## src/rtl/seq_div_32.sv

```systemverilog
// seq_div_32: multi-cycle shift-and-subtract integer divider.
// Produces one quotient bit per clock, then applies the result signs in a
// final cycle. Supports signed (truncating) and unsigned division, and
// flags divide-by-zero with a fixed result pattern.
module seq_div_32 #(
    parameter int WIDTH = 32
) (
    input  logic             CLK,
    input  logic             RST,
    input  logic             START,
    input  logic             SIGNED,
    input  logic [WIDTH-1:0] A,
    input  logic [WIDTH-1:0] B,
    output logic [WIDTH-1:0] Q,
    output logic [WIDTH-1:0] R,
    output logic             DONE,
    output logic             BUSY,
    output logic             DBZ
);

    localparam int CW = $clog2(WIDTH);

    typedef enum logic [1:0] {
        IDLE = 2'd0,
        RUN  = 2'd1,
        SIGN = 2'd2
    } state_t;

    state_t           state_q, state_d;
    logic [WIDTH-1:0] dvd_q, dvd_d;     // dividend shifting out, quotient shifting in
    logic [WIDTH-1:0] rem_q, rem_d;     // partial remainder
    logic [WIDTH-1:0] dsr_q, dsr_d;     // divisor magnitude
    logic [WIDTH-1:0] a_q, a_d;         // original dividend, returned as R on divide-by-zero
    logic [WIDTH-1:0] q_q, q_d;
    logic [WIDTH-1:0] r_q, r_d;
    logic [CW-1:0]    cnt_q, cnt_d;
    logic             negq_q, negq_d;
    logic             negr_q, negr_d;
    logic             dbzf_q, dbzf_d;   // divide-by-zero detected at acceptance
    logic             dbz_q, dbz_d;     // registered DBZ output
    logic             done_q, done_d;
    logic             busy_q, busy_d;

    // Working values for the current iteration
    logic [WIDTH-1:0] a_mag, b_mag;
    logic [WIDTH:0]   rem_sh, trial;

    // Next-state and datapath: operand capture, one trial subtraction per RUN cycle, sign fix-up
    always_comb begin
        state_d = state_q;
        dvd_d   = dvd_q;
        rem_d   = rem_q;
        dsr_d   = dsr_q;
        a_d     = a_q;
        q_d     = q_q;
        r_d     = r_q;
        cnt_d   = cnt_q;
        negq_d  = negq_q;
        negr_d  = negr_q;
        dbzf_d  = dbzf_q;
        dbz_d   = dbz_q;
        done_d  = 1'b0;
        busy_d  = busy_q;

        a_mag  = (SIGNED && A[WIDTH-1]) ? -A : A;
        b_mag  = (SIGNED && B[WIDTH-1]) ? -B : B;
        // The remainder is kept one bit wider than the operands so the
        // shifted value never loses its top bit before the subtraction.
        rem_sh = {rem_q, dvd_q[WIDTH-1]};
        trial  = rem_sh - {1'b0, dsr_q};

        case (state_q)
            IDLE: begin
                if (START) begin
                    a_d    = A;
                    dvd_d  = a_mag;
                    dsr_d  = b_mag;
                    rem_d  = '0;
                    cnt_d  = '0;
                    negq_d = SIGNED & (A[WIDTH-1] ^ B[WIDTH-1]);
                    negr_d = SIGNED & A[WIDTH-1];
                    dbzf_d = (B == '0);
                    busy_d = 1'b1;
                    state_d = (B == '0) ? SIGN : RUN;
                end
            end
            RUN: begin
                if (!trial[WIDTH]) begin
                    rem_d = trial[WIDTH-1:0];
                end else begin
                    rem_d = rem_sh[WIDTH-1:0];
                end
                dvd_d = {dvd_q[WIDTH-2:0], ~trial[WIDTH]};
                cnt_d = cnt_q + 1'b1;
                if (cnt_q == CW'(WIDTH - 1)) begin
                    state_d = SIGN;
                end
            end
            SIGN: begin
                if (dbzf_q) begin
                    q_d   = '1;
                    r_d   = a_q;
                    dbz_d = 1'b1;
                end else begin
                    q_d   = negq_q ? -dvd_q : dvd_q;
                    r_d   = negr_q ? -rem_q : rem_q;
                    dbz_d = 1'b0;
                end
                done_d  = 1'b1;
                busy_d  = 1'b0;
                state_d = IDLE;
            end
            default: begin
                state_d = IDLE;
            end
        endcase
    end

    // State and datapath registers with synchronous active-low reset
    always_ff @(posedge CLK) begin
        if (!RST) begin
            state_q <= IDLE;
            dvd_q   <= '0;
            rem_q   <= '0;
            dsr_q   <= '0;
            a_q     <= '0;
            q_q     <= '0;
            r_q     <= '0;
            cnt_q   <= '0;
            negq_q  <= 1'b0;
            negr_q  <= 1'b0;
            dbzf_q  <= 1'b0;
            dbz_q   <= 1'b0;
            done_q  <= 1'b0;
            busy_q  <= 1'b0;
        end else begin
            state_q <= state_d;
            dvd_q   <= dvd_d;
            rem_q   <= rem_d;
            dsr_q   <= dsr_d;
            a_q     <= a_d;
            q_q     <= q_d;
            r_q     <= r_d;
            cnt_q   <= cnt_d;
            negq_q  <= negq_d;
            negr_q  <= negr_d;
            dbzf_q  <= dbzf_d;
            dbz_q   <= dbz_d;
            done_q  <= done_d;
            busy_q  <= busy_d;
        end
    end

    assign Q    = q_q;
    assign R    = r_q;
    assign DBZ  = dbz_q;
    assign DONE = done_q;
    assign BUSY = busy_q;

endmodule
```

## config.mk

```make
export PLATFORM = sky130hd
export DESIGN_NAME = seq_div_32
export DESIGN_NICKNAME = d
export VERILOG_FILES = /design/src/rtl/seq_div_32.sv
export SDC_FILE = /design/constraint.sdc
export NUM_CORES = 1
export LEC_CHECK = 0
export CAP_MARGIN = 20
export CORE_UTILIZATION = 41
export CTS_CLUSTER_DIAMETER = 80
export DETAILED_ROUTE_END_ITERATION = 8
export PLACE_DENSITY = 0.64
export SLEW_MARGIN = 20
export SYNTH_ARGS = -nofsm -noshare
export SYNTH_HDL_FRONTEND = slang
export SYNTH_SLANG_ARGS = --single-unit
```

## constraint.sdc

```tcl
create_clock -name CLK -period 4.95 [get_ports CLK]
set_clock_uncertainty 0.1 [all_clocks]
set_input_delay 0.99 -clock CLK [delete_from_list [all_inputs] [get_ports CLK]]
set_output_delay 0.99 -clock CLK [all_outputs]
set_load 0.03 [all_outputs]
```

==> metrics.cfg <==
[synth]
yosysSeqAreaShare = 0.341
async_flop_share = 0
synth_ff_type = dfxtp_1
ys_ff_latch = 205
yosys_warnings = 0
synth_fp_nets = 1713
avgSynthCellArea_um2 = 7.49
synthMostInstantiatedCell = nand2_1
synthCells = 1606
yosys.area.top_type = dfxtp_1
synth_area_leaders = dfxtp_1, nand2_1, a21oi_1
netlist.area_leader.share = 0.341
synth.distinct_cells = 57
synth_edf_count = 0
synth_commonest_cells = nand2_1, dfxtp_1, a21oi_1
syn_area_um2 = 12000

[route]
vias = 11700
vias_per_cell = 5.62
drt_iter0_markers = 1141
wl_mm = 36.3
dr.pass1.iters = 5
wl_per_cell_um = 17.5
ant_nets = 0
post-route-drc-count = 0

[clocking]
cts-resized-gates = 0
cts.sinks = 205
clk_pin_slew_worst_paths_ps = 60
root_buffer = clkbuf_16
cts_tree = built
h-tree-depth = 1
ctsHoldBuffers = 0
max-clock-path-buffers = 3
cts_buffers = 24
clk_latency_ps = 520
postCtsSetupBuffers = 0

[setup_path]
crit_slowest_cell = dfxtp_1
required_ps = 5280
max_stage_delay_ps = 490
worstPathCellList = inv_1 > fa_1 > nor2b_1 > o21ai_0 > o211ai_1 > a31oi_1 > a211o_1 > and3_1 > nor2_2 > buf_4 > nand3b_1 > a311oi_1
critPathLaunchType = register
critPathTopFamily = compound AO/OA/AOI/OAI gates
worstPathArrival_ps = 4050
crit_type = register to register
crit_path_end_kind = register
cp_max_fo = 20
path_buf_inv = 2

[sta]
relSlewSlack = 0.239
tightestPinTransition_ps = 1140
fmaxAchievable_ghz = 0.269
fin_crit_sh = 0.751
tns_ps = 0
rsz0062_at_grt = false
setup_violations = 0
finalHoldViolCount = 0
period_minus_slack_ps = 3720
slew_viol_final = 0

[placed_design]
io_buffers = 134
place_congestion = 0.888
detailed_place_hpwl_mm = 26.5

[layout]
syn_to_final_growth_pct = 20.2
final_util = 0.502
drive_gt1_frac = 0.0444
fin_nets = 1781

[power]
vdd.ir_drop.worst_uv = 235
powerDensity_nw_per_um2 = 317
p_comb_frac = 0.200
seq_power_share = 0.395
p_leak_nw = 5.34
p_int_mw = 3.23
sw_frac_of_total = 0.296
switchingPower_mw = 1.35
totalPowerFinal_mw = 4.58
pwr-share-clk = 0.405

[grt]
track_usage = 0.236
grt_pass1_vias = 10700
antenna_found_initial = 0
grt_max_degree = 129
grt_pass1_wl_mm = 58.0
globalRouteOverflowTotal = 0

[floorplan]
rows = 62
start_util = 0.418
die_x_um = 173
io_pins = 135
coreArea_um2 = 28800
dieArea_um2 = 30000
die_h_um = 173

[min_path]
min_path_type = register to register

[status]
status = completed

[flow_run]
drv_cap = 0

-- worst reg2reg max path: stages, from the launching register on --
cell and delay [ps]:
dfxtp_1 490, inv_1 140, fa_1 470, nor2b_1 120
o21ai_0 130, o211ai_1 240, a31oi_1 230, a211o_1 390
and3_1 250, nor2_2 310, buf_4 390, nand3b_1 120
a311oi_1 240
-- state kept, by name, summed over array words and instances (netlist names) --
register / count
rem_q: 32
a_q: 32
DBZ: 1
dsr_q: 32
BUSY: 1
cnt_q: 5
state_q: 2
dvd_q: 32
negr_q: 1
R: 32
dbzf_q: 1
Q: 32
DONE: 1
negq_q: 1
-- layout by cell type (no fill, tap or decap), drive strengths merged, types with 8 or more instances in the layout --
cell and n:
nand2 281, dfxtp 205, a21oi 191, o21ai 138, clkdlybuf4s50 134, xor2 102
nor2 100, inv 54, ha 38, clkbuf 37, xnor2 35, nand3 34
a211oi 31, o31ai 30, a22oi 29, nor3 29, or3 22, mux2i 18
o41ai 15, a21o 14, or4 14, nor4 13, a31oi 12, buf 12
a311oi 11, nand2b 10, nor2b 10, and3 9, a32oi 8
-- layout make-up --
type,count,area (um2)
Timing Repair Buffer,146,1450
Antenna cell,1,2.50
Clock inverter,6,88.8
Multi-Input combinational cell,1243,7360
Tap cell,384,480
Fill cell,2851,14300
Clock buffer,37,751
Inverter,54,205
Sequential cell,205,4110
-- power by group through the flow --
stage / sequential (mW) / clock [mW] / combinational, mW
floorplan: 1.81 / 0 / 0.648
global placement: 1.84 / 0 / 0.896
detailed placement: 1.85 / 0 / 0.900
CTS: 1.81 / 1.89 / 0.904
global route: 1.82 / 1.96 / 1.01
finish: 1.81 / 1.86 / 0.916
-- metal layers --
metal,vias to the layer above,share of wire,GRT usage
li1,5806,-,-
met1,5473,0.46,0.322
met2,321,0.46,0.386
met3,70,0.049,0.0311
met4,0,0.031,0.0760
met5,-,0,0
-- path summary, 6_finish.rpt --
| check | startpoint | endpoint | slack (ps) | cells after the start |
|---|---|---|---|---|
| worst max register to register | rem_q[0] | rem_q[9] | 1230 | 12 |
| worst max-delay path | rem_q[0] | rem_q[9] | 1230 | 12 |
| worst min-delay path | R[2] | R[2] | 350 | 2 |
| worst min register to register | R[2] | R[2] | 350 | 2 |
-- metrics by stage --
| step | hold slack (ps) | cell area, um2 | setup WS, ps | cells |
|---|---|---|---|---|
| floorplan | 336 | 12000 | 1570 | 1606 |
| CTS | 353 | 14400 | 1250 | 2074 |
| detailed placement | 346 | 13600 | 899 | 2031 |
| finish | 352 | 14400 | 1230 | 2076 |
| global route | 369 | 14400 | 1000 | 2075 |
| global placement | 342 | 13600 | 1040 | 2031 |
-- kinds of logic (layout without fill, tap and decap cells) --
kind of cell	Yosys count	after routing	synth area share
buffers and inverters	158	243	0.0494
adder cells (fa/ha/maj)	39	39	0.0412
flip-flops	205	205	0.341
AO/OA/AOI/OAI	504	504	0.251
other	0	1	0
AND/OR/NAND/NOR	545	545	0.202
multiplexers	18	18	0.0150
XOR/XNOR	137	137	0.0998
No activity file was read; power rests on OpenSTA's default activity.
